**src/rtl/ace_loader_pkg.sv**
```systemverilog
// Shared types and defaults for the Jupiter Ace .ACE snapshot loader.
package ace_loader_pkg;

  typedef enum logic [2:0] {
    ST_IDLE,
    ST_RST,
    ST_LIT,
    ST_CNT,
    ST_VAL,
    ST_RUN,
    ST_DONE
  } state_t;

  localparam logic [15:0] LOAD_BASE_DEFAULT  = 16'h2000;
  localparam int unsigned RST_CYCLES_DEFAULT = 16;
  localparam logic [7:0]  ESC_DEFAULT        = 8'hED;

endpackage

```
**src/rtl/ace_snapshot_loader.sv**
```systemverilog
// Decodes an RLE-compressed .ACE image from the ioctl download stream into
// sequential RAM writes, holding the core in reset while the load starts.
module ace_snapshot_loader
  import ace_loader_pkg::*;
#(
  parameter logic [15:0] LOAD_BASE  = LOAD_BASE_DEFAULT,
  parameter int unsigned RST_CYCLES = RST_CYCLES_DEFAULT,
  parameter logic [7:0]  ESC        = ESC_DEFAULT
) (
  input  logic        clk_sys,
  input  logic        reset,
  input  logic        ioctl_download,
  input  logic [7:0]  ioctl_index,
  input  logic        ioctl_wr,
  input  logic [7:0]  ioctl_dout,
  output logic        ioctl_wait,
  output logic        loader_en,
  output logic        loader_wr,
  output logic [15:0] loader_addr,
  output logic [7:0]  loader_data,
  output logic        loader_reset,
  output logic        load_err
);

  state_t      r_state, w_state_nxt;
  logic        r_dl_prev, r_wr, r_err, r_full;
  logic [15:0] r_addr, r_rcnt;
  logic [7:0]  r_data, r_cnt, r_bb;
  logic        w_start, w_hold, w_take, w_issue, w_blocked, w_loading;
  logic [7:0]  w_issue_data;

  assign w_start   = (r_state == ST_IDLE) && ioctl_download && !r_dl_prev &&
                     (ioctl_index != 8'd0);
  assign w_hold    = (r_state == ST_RST) || (r_state == ST_RUN);
  assign w_take    = ioctl_wr && ioctl_download && !w_hold;
  // A write still on the bus at FFFF counts as filling memory already.
  assign w_blocked = r_full || (r_wr && (r_addr == 16'hFFFF));
  assign w_loading = (r_state == ST_LIT) || (r_state == ST_CNT) ||
                     (r_state == ST_VAL) || (r_state == ST_RUN);

  always_ff @(posedge clk_sys or posedge reset) begin
    if (reset) r_state <= ST_IDLE;
    else       r_state <= w_state_nxt;
  end

  always_comb begin
    w_state_nxt = r_state;
    case (r_state)
      ST_IDLE: if (w_start) w_state_nxt = ST_RST;
      ST_RST:  if (r_rcnt == '0) w_state_nxt = ST_LIT;
      ST_LIT:  if (w_take && (ioctl_dout == ESC)) w_state_nxt = ST_CNT;
      ST_CNT:  if (w_take) w_state_nxt = (ioctl_dout == 8'd0) ? ST_DONE : ST_VAL;
      ST_VAL:  if (w_take) w_state_nxt = ST_RUN;
      ST_RUN:  if (r_cnt == '0) w_state_nxt = ST_LIT;
      default: w_state_nxt = r_state;
    endcase
    if (!ioctl_download) w_state_nxt = ST_IDLE;
  end

  always_comb begin
    ioctl_wait   = w_hold;
    loader_reset = (r_state == ST_RST);
    loader_en    = (r_state != ST_IDLE);
    w_issue      = 1'b0;
    w_issue_data = '0;
    case (r_state)
      ST_LIT: begin
        w_issue      = w_take && (ioctl_dout != ESC);
        w_issue_data = ioctl_dout;
      end
      ST_RUN: begin
        w_issue      = (r_cnt != '0) && ioctl_download;
        w_issue_data = r_bb;
      end
      default: ;
    endcase
  end

  always_ff @(posedge clk_sys or posedge reset) begin
    if (reset) begin
      r_dl_prev <= 1'b0;
      r_wr      <= 1'b0;
      r_err     <= 1'b0;
      r_full    <= 1'b0;
      r_addr    <= LOAD_BASE;
      r_rcnt    <= '0;
      r_data    <= '0;
      r_cnt     <= '0;
      r_bb      <= '0;
    end else begin
      r_dl_prev <= ioctl_download;
      r_wr      <= 1'b0;
      if (w_start) begin
        r_addr <= LOAD_BASE;
        r_err  <= 1'b0;
        r_full <= 1'b0;
        r_rcnt <= 16'(RST_CYCLES - 1);
      end else if ((r_state == ST_RST) && (r_rcnt != '0)) begin
        r_rcnt <= r_rcnt - 16'd1;
      end
      if (r_wr) begin
        if (r_addr == 16'hFFFF) r_full <= 1'b1;
        else                    r_addr <= r_addr + 16'd1;
      end
      if (w_issue) begin
        if (w_blocked) begin
          r_err <= 1'b1;
        end else begin
          r_wr   <= 1'b1;
          r_data <= w_issue_data;
        end
      end
      if (w_take && (r_state == ST_CNT) && (ioctl_dout != 8'd0)) r_cnt <= ioctl_dout;
      if (w_take && (r_state == ST_VAL)) r_bb <= ioctl_dout;
      if ((r_state == ST_RUN) && (r_cnt != '0)) r_cnt <= r_cnt - 8'd1;
      if (!ioctl_download && w_loading) r_err <= 1'b1;
    end
  end

  assign loader_wr   = r_wr;
  assign loader_addr = r_addr;
  assign loader_data = r_data;
  assign load_err    = r_err;

endmodule

```
**config.mk**
```make
export PLATFORM = sky130hd
export DESIGN_NAME = ace_snapshot_loader
export DESIGN_NICKNAME = d
export VERILOG_FILES = /design/src/rtl/ace_loader_pkg.sv /design/src/rtl/ace_snapshot_loader.sv
export SDC_FILE = /design/constraint.sdc
export NUM_CORES = 1
export LEC_CHECK = 0
export BUFFER_PORTS_ARGS = -buffer_cell sky130_fd_sc_hd__buf_2
export CAP_MARGIN = 20
export CELL_PAD_IN_SITES_DETAIL_PLACEMENT = 0
export CELL_PAD_IN_SITES_GLOBAL_PLACEMENT = 1
export CORE_MARGIN = 1
export CORE_UTILIZATION = 42
export CTS_BUF_LIST = sky130_fd_sc_hd__clkbuf_8
export DETAILED_ROUTE_END_ITERATION = 10
export PLACE_DENSITY = 0.89
export SKIP_LAST_GASP = 1
export SLEW_MARGIN = 20
export SYNTH_ARGS = -nofsm -noshare
export SYNTH_HDL_FRONTEND = slang
export SYNTH_SLANG_ARGS = --single-unit
```
**constraint.sdc**
```tcl
create_clock -name clk_sys -period 2.5 [get_ports clk_sys]
set_clock_uncertainty 0.2 [all_clocks]
set_input_delay 0 -clock clk_sys [delete_from_list [all_inputs] [get_ports clk_sys]]
set_output_delay 0 -clock clk_sys [all_outputs]
set_load 0.01 [all_outputs]
```
# Yosys cells after proc, flatten, opt, wreduce, memory -nomap -nowiden

Cells that the tools add are included.

Add/subtract/negate cells: 3
$mul: 0
Divide/modulo/power cells: 0
Order comparisons: 0
Equality and inequality tests: 15
Shift-type cells: 0
Mux-type cells: 27
Bitwise operators: 1
Reductions and logical operators: 36

Operators with widths:

| cell                    | count |
|---|---|
| $mux W16                | 5 |
| $reduce_bool A8 Y1      | 3 |
| $mux W3                 | 7 |
| $pmux W3 S6             | 1 |
| $add A16 B1 Y16 const B | 1 |
| $eq A16 B16 Y1 const B  | 1 |
| $logic_not A16 Y1       | 1 |
| $logic_not A8 Y1        | 2 |
| $mux W8                 | 2 |
| $pmux W8 S2             | 1 |
| $reduce_bool A16 Y1     | 1 |
| $sub A16 B1 Y16 const B | 1 |
| $logic_and A1 B1 Y1     | 15 |
| $mux W1                 | 9 |
| $ne A3 B2 Y1 const B    | 3 |
| $ne A3 B3 Y1 const B    | 3 |
| $eq A8 B8 Y1 const B    | 1 |
| $ne A8 B8 Y1 const B    | 1 |
| $sub A8 B1 Y8 const B   | 1 |
| $ne A7 B1 Y1 const B    | 1 |
| $reduce_and A7 Y1       | 1 |
| $eq A3 B2 Y1 const B    | 2 |
| $eq A3 B3 Y1 const B    | 2 |
| $logic_or A1 B1 Y1      | 5 |
| other kinds (9)         | 12 |

Flip-flop bits (word level): 63
Latch bits: 0
Memory bits (writable): 0
Memory bits (read-only): 0
Bits of input ports: 20
Output and inout bits: 29
Logic and storage cells: 92
Memories: 0

# Logic depth before layout (Yosys ltp)

Gate-level depths: netlist (run 1).

Depth in word-level cells: 8
Mapped depth: 8
Gate-level depth less buffers: 7

# Worst setup path after synthesis (run 1)

OpenSTA, ideal clock, no wires.

Path kind: register to register
From: register r_cnt[3]
To: register r_data[0] (netlist: loader_data[0])
Arrival: 2085 ps
Data required time: 2175 ps
Setup slack: 90 ps
Stages on the path, launching flop included: 7
Path buffers: 1
Path through: dfrtp_1 or4_4 o41a_1 a31o_1 and3_4 buf_6 mux2_4

Longest elaborated chain between the ends: 4

RTL lines:

| element                            | line                       | RTL |
|---|---|---|
| start, declared                    | ace_snapshot_loader.sv:28  | `logic [7:0] r_data, r_cnt, r_bb;` |
| start signal, assigned             | ace_snapshot_loader.sv:113 | `if (w_take && (r_state == ST_CNT) && (ioctl_dout != 8'd0)) r_cnt <= ioctl_dout;` |
| start signal, assigned             | ace_snapshot_loader.sv:115 | `if ((r_state == ST_RUN) && (r_cnt != '0)) r_cnt <= r_cnt - 8'd1;` |
| $reduce_bool A8 Y1                 | ace_snapshot_loader.sv:72  | `w_issue = (r_cnt != '0) && ioctl_download;` |
| $logic_and A1 B1 Y1                | ace_snapshot_loader.sv:72  |  |
| $pmux W1 S2                        | ace_snapshot_loader.sv:66  | `case (r_state)` |
| $reduce_and A2 Y1 (no source line) | -                          |  |
| end signal, assigned               | ace_snapshot_loader.sv:110 | `r_data <= w_issue_data;` |
| end, declared                      | ace_snapshot_loader.sv:28  |  |

Every way passes these cells.
A chain may end at the register's enable or synchronous reset.

# Final worst setup path (run 1)

From: register r_cnt[3]
To: register r_data[5] (netlist: loader_data[5])

The elaborated chain is that of the path after synthesis.

==> run summary, run 1 <==
Fin. Hold Viols = 0
Yosys top cell area share = 0.4571
top cell type by total area after synthesis = dfrtp_1
Die W = 91.90 um
sequential share of the synthesized area = 0.4648
total CTS buffers = 9
Synth top cells by count = dfrtp_1 (62), nand2_1 (25), nand3_1 (17), nor2_1 (17), a21oi_1 (14)
Worst-Margin Slew = 0.6777 ns
Syn Area/Cell = 10.44 um^2
Synth area leaders = dfrtp_1 (46%), mux2_4 (3.5%), a22o_1 (2.8%), nand2_1 (2.8%), mux2_2 (2.7%)
final WL = 8498 um
vias per cell = 5.662
share of cells above drive strength 1 = 0.2892
Clock Path Buffers = 2
H-Tree Depth = 3
detailed router's first-iteration violation count = 130
Mapped Cells = 325
Antenna Cells = 0
DR DRC count = 0
first-pass GRT wire length = 14440 um
Reg clk slew, reported paths = 0.08 ns
Max Fclk = 408.1 MHz
core area = 7767 um^2
Setup-failing EPs final = 0
filler cell count = 710
required time of the critical path = 2.53 ns
Port Buf Inserts = 48
register bit total from synthesis = 63
chip height = 91.90 um
predominant post-synthesis flop cell = dfrtp_1
DRT Pass-1 Iters = 4
Final Critical Period = 2.451 ns
Hold Crit Class = in -> async
MaxCap Viol Count = 0
syn_nets = 350
initial core utilization = 0.4370
P_leak = 1.987 nW
total track usage = 0.2172
die area = 8446 um^2
pin count of the biggest net entering global routing = 64
asr flop ratio synth = 1.000
Rel. slew slack = 0.5418
worst hold slack = 0.08855 ns
CTS root buf = clkbuf_8
Tcrit/Tclk final = 0.9803
Mapped Area = 3395 um^2
dpl hpwl = 5808 um
final core occ = 0.5453
most common cell in the netlist = dfrtp_1
Area Overhead vs Synth = 24.77%
power per standard cell area = 683.3 nW/um^2
met2 WL = 4322 um
M1 wire length = 3823 um
outcome = finished, final reports clean
vias in the first global route = 2927
final setup TNS = 0 ns
number of synthesis warnings = 0
CP Max Fanout = 9
initial antenna violation count = 0
CP Capture Type = register
crit path DAT = 2.48 ns
I/O pins = 49
clock latency on the worst-skew pair = 0.34 ns
top layer in use = met4
RSZ-0062 raised after global routing = yes
CP startpoint kind = register
row count = 32
peak supply drop = 0.4228 mV
antenna violation net count after detailed routing = 0
per-cell routed wire length = 16.44 um
CTS tree = done
grt ovf = 0
Slew Viols, Final = 0
met3 wire length = 272 um
number of flops mapped to enable cells by yosys = 0
clk sinks = 63
critical path type = reg -> reg
GPL Wtd Cong = 0.8355
Yosys cell types = 66
number of nets in the layout = 435
DR vias = 2927
-- metrics by stage --
step           cell area [um^2]  total power [W]  worst slack (ns)  std cells
2_1_floorplan              3395         0.001723           0.09018        325
3_5_place_dp               3880         0.001983           0.04458        485
3_3_place_gp               3880         0.001959           0.08688        485
6_report                   4235         0.002894           0.04933        517
5_1_grt                    4235         0.003068          -0.02624        517
4_1_cts                    4198         0.002907          0.009044        513
-- placed cells by master, fill, tap and decap left out, types with 11 or more instances in the layout --
cell type      synthesis  routed
buf_4                  0      24
a22o_1                11      11
nand3_1               17      17
dlygate4sd3_1          0      12
nor2_1                17      17
dfrtp_1               62      62
buf_2                  3      48
nand2_1               25      25
a21oi_1               14      14
-- power breakdown --
group / internal [W] / switching [W]
clock: 0.000482 / 0.000411
combinational: 0.000332 / 0.000426
sequential: 0.00114 / 0.000105
-- worst max-delay path, stage by stage (launching register included) --
cell and delay [ns]:
dfrtp_1 0.41, or4_4 0.58, o41a_1 0.37, a31o_1 0.22
and3_4 0.25, mux2_4 0.31
-- state kept, by name, summed over array words and instances, names as in the netlist, 3 cells and up --
register and count:
r_bb 8, r_state 3, loader_addr 16, r_rcnt 16, loader_data 8, r_cnt 8
-- cells by family after synthesis --
logic type | after synthesis | synth area share
compound gates | 82 | 0.1873
xor+xnor | 10 | 0.02580
fa+ha+maj | 5 | 0.01843
buf+inv | 21 | 0.02654
flops | 63 | 0.4648
mux | 17 | 0.06488
simple gates | 127 | 0.2123
-- layer usage --
| layer | vias up | GRT usage |
|---|---|---|
| met3 | 9 | 0.04643 |
| met5 | - | 0 |
| met2 | 58 | 0.3694 |
| li1 | 1422 | - |
| met1 | 1438 | 0.2785 |
| met4 | 0 | 0.06120 |
-- worst paths after layout --
check / start / depth (start not counted) / to / slack (ns)
hold reg to reg: r_full$_DFF_PP0_ / 1 / r_full$_DFF_PP0_ / 0.30
hold / removal: reset / 4 / loader_wr$_DFF_PP0_ / 0.09
setup reg to reg: r_cnt[3]$_DFFE_PP0P_ / 5 / loader_data[5]$_DFFE_PP0P_ / 0.05
setup / recovery: r_cnt[3]$_DFFE_PP0P_ / 5 / loader_data[5]$_DFFE_PP0P_ / 0.05
max in group asynchronous: reset / 4 / loader_addr[13]$_DFF_PP1_ / 1.70
min in group clk_sys: ioctl_index[6] / 5 / load_err$_DFF_PP0_ / 0.16
-- area by class of cell --
cell class,instances,area (um^2),area share
clock inverters,6,60.06,0.01418
well taps,102,127.6,0.03013
flip-flops and latches,63,1578,0.3725
clock buffers,10,137.6,0.03250
repair buffers,85,560.5,0.1323
multi-input cells,241,1734,0.4095
inverters,10,37.54,0.008863
-- what timing repair did --
item / in CTS / in global routing
setup endpoints to repair: 0 / 18
buffers inserted: 0 / 4
hold endpoints to repair: 93 / 0
hold buffers: 12 / 0
gates resized for setup: 0 / 3
(Power assumes the default switching activity.)
==> run 2, diff against run 1 <==
==> constraint.sdc (replaced) <==
create_clock -name clk_sys -period 2.5 [get_ports clk_sys]
set_clock_uncertainty 0.2 [all_clocks]
set_input_delay 0.25 -clock clk_sys [delete_from_list [all_inputs] [get_ports clk_sys]]
set_output_delay 0.25 -clock clk_sys [all_outputs]
set_load 0.01 [all_outputs]
==> run 2 against run 1 <==
Clock-buffer cell count is the same. Power shrank 1.5%. Flip-flop and latch count is the same. Via count shrank 0.68%. Sequential power is essentially flat. Wire length shrank 4.3%. Die area is the same. Global-route usage shrank 0.61 points. Cell area shrank 2.2%. Setup slack lost 0.0075 ns. Combinational power shrank 3%. Critical path type unchanged. Highest routed layer unchanged.
==> run summary, run 2 (synthesis gave the netlist of run 1 again) <==
outcome = finished, final reports clean
dpl hpwl = 5710 um (-1.7%)
initial antenna violation count = 0 (unchanged)
Worst Slack Setup Final = 0.04184 ns (-0.007488 ns)
row count = 32 (unchanged)
power per standard cell area = 688.4 nW/um^2 (+0.75%)
Worst-Margin Slew = 0.9384 ns (+0.2607 ns)
CP Capture Type = register
H-Tree Depth = 3 (unchanged)
CTS tree = done
DRT Pass-1 Iters = 4 (unchanged)
Setup-failing EPs final = 0 (unchanged)
fin cells = 509 (-1.5%)
MaxCap Viol Count = 0 (unchanged)
share of cells above drive strength 1 = 0.2875 (-0.001687)
vias per cell = 5.711 (+0.88%)
Clock Path Buffers = 2 (unchanged)
total CTS buffers = 9 (unchanged)
GPL Wtd Cong = 0.8117 (-2.8%)
Antenna Cells = 0 (unchanged)
chip height = 91.90 um (unchanged)
clock latency on the worst-skew pair = 0.35 ns (about the same)
crit path DAT = 2.49 ns (about the same)
CP startpoint kind = register
pin count of the biggest net entering global routing = 40 (-38%)
RSZ-0062 raised after global routing = yes
Reg clk slew, reported paths = 0.06 ns (-0.02 ns)
Die W = 91.90 um (unchanged)
Final Critical Period = 2.458 ns (+0.007488 ns)
CP Max Fanout = 9 (unchanged)
Area Overhead vs Synth = 22.04%
Slew Viols, Final = 0 (unchanged)
vias in the first global route = 2864 (-2.2%)
CTS root buf = clkbuf_8
Port Buf Inserts = 48 (unchanged)
reg-to-reg setup timing slack = 0.04 ns (about the same)
core area = 7767 um^2 (unchanged)
worst hold slack = 0.02374 ns (-0.06480 ns)
Hold Crit Class = in -> reg
number of nets in the layout = 427 (-1.8%)
required time of the critical path = 2.53 ns (about the same)
critical path type = reg -> reg
DR DRC count = 0 (unchanged)
I/O pins = 49 (unchanged)
most frequent cells in the layout = dfrtp_1 (62), buf_2 (48), nand2_1 (25)
final WL = 8134 um (-4.3%)
P_leak = 1.966 nW (-1.1%)
detailed router's first-iteration violation count = 111 (-15%)
clk sinks = 63 (unchanged)
commonest non-fill, non-tap cell in the layout = dfrtp_1
DP Cell Count = 487 (+0.41%)
Fin. Hold Viols = 0 (unchanged)
DP Worst Slack = 0.03997 ns (-0.004610 ns)
total track usage = 0.2111 (-0.006129)
antenna violation net count after detailed routing = 0 (unchanged)
peak supply drop = 0.4037 mV (-4.5%)
grt ovf = 0 (unchanged)
Rel. slew slack = 0.3706 (-0.1712)
Max Fclk = 406.8 MHz (-0.30%)
final core occ = 0.5333 (-0.01192)
die area = 8446 um^2 (unchanged)
initial core utilization = 0.4370 (unchanged)
first-pass GRT wire length = 13900 um (-3.7%)
Tcrit/Tclk final = 0.9833 (+0.002995)
per-cell routed wire length = 15.98 um (-2.8%)
DR vias = 2907 (-0.68%)
## run 2: changes by cell type in the layout (fill, tap and decap cells not counted), sizes merged
cell and delta:
inv +2, dlygate4sd3 -8, clkinvlp -2
## run 2: cell type report
class | instances | area (um^2)
sequential | 63 | 1578
inverter | 10 | 37.54
timing repair buffer | 77 | 480.5
clock buffer | 10 | 137.6
multi-input combinational | 241 | 1729
tap | 102 | 127.6
clock inverter | 6 | 52.55
fill | 721 | 3625
## run 2: path summary, 6_finish.rpt
| path | cells after the start | startpoint | end |
|---|---|---|---|
| worst max-delay path | 5 | r_cnt[3]$_DFFE_PP0P_ | loader_data[5]$_DFFE_PP0P_ |
| worst min-delay path | 2 | ioctl_dout[3] | r_cnt[3]$_DFFE_PP0P_ |
| worst max register to register | 5 | r_cnt[3]$_DFFE_PP0P_ | loader_data[5]$_DFFE_PP0P_ |
| min in group asynchronous | 3 | reset | loader_wr$_DFF_PP0_ |
| max in group asynchronous | 4 | reset | r_rcnt[13]$_DFFE_PP0P_ |
| worst min register to register | 1 | r_full$_DFF_PP0_ | r_full$_DFF_PP0_ |
## run 2: critical path, cell delays in order (launching register included)
cell and delay [ns]:
dfrtp_1 0.40, or4_4 0.58, o41a_1 0.39, a31o_1 0.22
and3_4 0.25, mux2_4 0.31
## run 2: through the flow
stage,TNS (ns),total power [W],instance area (um^2)
after floorplan,0,0.001723,3395
after global placement,0,0.001957,3895
after detailed placement,0,0.001980,3895
after CTS,0,0.002863,4125
after global routing,-0.005884,0.003017,4143
final,0,0.002852,4143
## run 2: repair_timing
action	4_1_cts	5_1_grt
gates resized for setup	0	1
setup buffers	0	2
setup endpoints to repair	0	12
hold buffers	4	0
hold endpoints to repair	28	0
## run 2: per-layer routing
layer  routed length, um  track usage
met1                3676       0.2649
met5                   0            0
met2                3870       0.3464
met4                 196      0.08203
met3                 390      0.05638
## run 2: where the power goes
part | internal, W | switching (W) | total [W]
sequential | 0.00114 | 0.000102 | 0.00124
combinational | 0.000321 | 0.000419 | 0.000739
clock | 0.000475 | 0.000396 | 0.000871
==> run 3, diff against run 2 <==
--- a/config.mk
+++ b/config.mk
@@ -10,10 +10,12 @@
 export CELL_PAD_IN_SITES_DETAIL_PLACEMENT = 0
 export CELL_PAD_IN_SITES_GLOBAL_PLACEMENT = 1
 export CORE_MARGIN = 1
-export CORE_UTILIZATION = 42
+export CORE_UTILIZATION = 50
 export CTS_BUF_LIST = sky130_fd_sc_hd__clkbuf_8
 export DETAILED_ROUTE_END_ITERATION = 10
-export PLACE_DENSITY = 0.89
+export PLACE_DENSITY = 0.95
+export RECOVER_POWER = 50
+export SKIP_CTS_REPAIR_TIMING = 1
 export SKIP_LAST_GASP = 1
 export SLEW_MARGIN = 20
 export SYNTH_ARGS = -nofsm -noshare
==> constraint.sdc (replaced) <==
create_clock -name clk_sys -period 3.1 [get_ports clk_sys]
set_clock_uncertainty 0.2 [all_clocks]
set_input_delay 0.31 -clock clk_sys [delete_from_list [all_inputs] [get_ports clk_sys]]
set_output_delay 0.31 -clock clk_sys [all_outputs]
set_load 0.01 [all_outputs]
==> run 3 against run 2 <==
The flow now finishes with violations (design-rule violations). Flip-flop and latch count unchanged. Via count about the same. Cell count decreased by 8.6%. Combinational power down 29%. Fmax decreased by 8.7%. Setup slack better by 0.37 ns. Die area fell by 16%. First-iteration DRC count up 11%. Non-clock buffer count shrank 17. Sequential power shrank 18%. Clock-buffer cell count is the same. Critical path type unchanged. Largest power group unchanged.
==> run summary, run 3 (synthesis gave the netlist of run 1 again) <==
Port Buf Inserts = 48 (unchanged)
design area = 3924 um^2 (-5.3%)
core area = 6459 um^2 (-17%)
commonest non-fill, non-tap cell in the layout = dfrtp_1
detailed router's first-iteration violation count = 123 (+11%)
crit path DAT = 2.71 ns (+0.22 ns)
per-cell routed wire length = 16.34 um (+2.2%)
vias in the first global route = 2734 (-4.5%)
DR DRC count = 4 (+4)
Clock Path Buffers = 2 (unchanged)
pin count of the biggest net entering global routing = 42 (+5.0%)
CP startpoint kind = register
CTS tree = done
cell chain of the critical path = and3b_1 > o41ai_4 > or4_1 > o311a_1 > a221o_1
Area Overhead vs Synth = 15.59%
max incr delay on CP = 0.56 ns (-0.02 ns)
first-pass GRT wire length = 12510 um (-10%)
Slowest-stage cell, CP = and3b_1
DRT Pass-1 Iters = 7 (+3)
required time of the critical path = 3.12 ns (+0.59 ns)
WP buf/inv = 0 (unchanged)
grt ovf = 0 (unchanged)
Post-DP Area = 3754 um^2 (-3.6%)
Max Fclk = 371.5 MHz (-8.7%)
Fin. Hold Viols = 0 (unchanged)
total track usage = 0.2240 (+0.01291)
number of nets in the layout = 410 (-4.0%)
Die W = 84.40 um (-8.2%)
critical path type = reg -> reg
P_leak = 1.756 nW (-11%)
Seq. cell area = 1578 um^2 (unchanged)
Antenna Cells = 0 (unchanged)
share of cells above drive strength 1 = 0.1881 (-0.09932)
Hold Crit Class = in -> reg
CP Max Fanout = 14 (+5)
CTS root buf = clkbuf_8
I/O pins = 49 (unchanged)
delay-heaviest family, CP = simple AND/OR/NAND/NOR gates
clock latency on the worst-skew pair = 0.34 ns (about the same)
Setup-failing EPs final = 0 (unchanged)
outcome = complete, but fails checks
Rel. slew slack = 0.3097 (-0.06096)
power per standard cell area = 570.5 nW/um^2 (-17%)
clk sinks = 63 (unchanged)
worst hold slack = 0.04318 ns (+0.01944 ns)
failing checks = design-rule violations
Worst-Margin Slew = 1.029 ns (+0.09089 ns)
final WL = 7596 um (-6.6%)
dpl hpwl = 5310 um (-7.0%)
MaxCap Viol Count = 0 (unchanged)
total CTS buffers = 9 (unchanged)
filler cell count = 580 (-20%)
chip height = 84.40 um (-8.2%)
peak supply drop = 0.3134 mV (-22%)
CP Capture Type = register
initial antenna violation count = 0 (unchanged)
initial core utilization = 0.5256 (+0.08855)
final core occ = 0.6075 (+0.07417)
row count = 29 (-9.4%)
Final Power = 0.002238 W (-22%)
multi-input logic area = 1727 um^2 (-0.14%)
most frequent cells in the layout = dfrtp_1 (62), clkbuf_1 (26), nand2_1 (25)
H-Tree Depth = 3 (unchanged)
Slew Viols, Final = 0 (unchanged)
final setup TNS = 0 ns (unchanged)
Reg clk slew, reported paths = 0.06 ns (about the same)
RSZ-0062 raised after global routing = no
antenna violation net count after detailed routing = 0 (unchanged)
GPL Wtd Cong = 0.8157 (+0.49%)
die area = 7123 um^2 (-16%)
DR vias = 2906 (-0.034%)
vias per cell = 6.249 (+9.4%)
Final Critical Period = 2.692 ns (+0.2337 ns)
Tcrit/Tclk final = 0.8684 (-0.1149)
-- run 3: report_power, final --
part           total, W  switching (W)  internal (W)
clock network  0.000690       0.000308      0.000381
logic          0.000525       0.000299      0.000226
registers       0.00102       0.000105      0.000918
total           0.00224       0.000713       0.00153
-- run 3: final timing paths --
kind                       cells past startpoint              startpoint                         to  slack (ns)
max                                            5  r_state[1]$_DFFE_PP0P_       r_cnt[5]$_DFFE_PP0P_        0.41
min                                            3           ioctl_dout[2]       r_cnt[2]$_DFFE_PP0P_        0.04
max reg2reg                                    5  r_state[1]$_DFFE_PP0P_       r_cnt[5]$_DFFE_PP0P_        0.41
min reg2reg                                    1        r_full$_DFF_PP0_           r_full$_DFF_PP0_        0.30
max in group asynchronous                      4                   reset  loader_addr[10]$_DFF_PP0_        0.73
min in group asynchronous                      3                   reset        r_bb[3]$_DFFE_PP0P_        0.48
-- run 3: metrics by stage --
step,instances,setup WS [ns]
after global routing,465,0.2764
after global placement,449,0.4716
after floorplan,325,0.6902
after detailed placement,449,0.4020
final,465,0.4081
after CTS,463,0.3970
-- run 3: worst min-delay path: cells and delay by family --
kind | cells | cell delay [ns]
AND/OR/NAND/NOR | 2 | 0.10
buffers and inverters | 1 | 0.13
-- run 3: area by class of cell --
class | count | share of cell area
inverter | 10 | 0.009566
tap | 77 | 0.02455
clock inverter | 4 | 0.01212
clock buffer | 10 | 0.03508
sequential | 63 | 0.4021
timing repair buffer | 60 | 0.07653
multi-input combinational | 241 | 0.4401
-- run 3: layer usage --
metal / wire length, um / GRT usage / part of all wire / vias to the layer above
li1: - / - / - / 1379
met1: 3320 / 0.2815 / 0.44 / 1435
met2: 3743 / 0.3681 / 0.49 / 78
met3: 372 / 0.05113 / 0.049 / 14
met4: 160 / 0.1079 / 0.021 / 0
met5: 0 / 0 / 0 / -
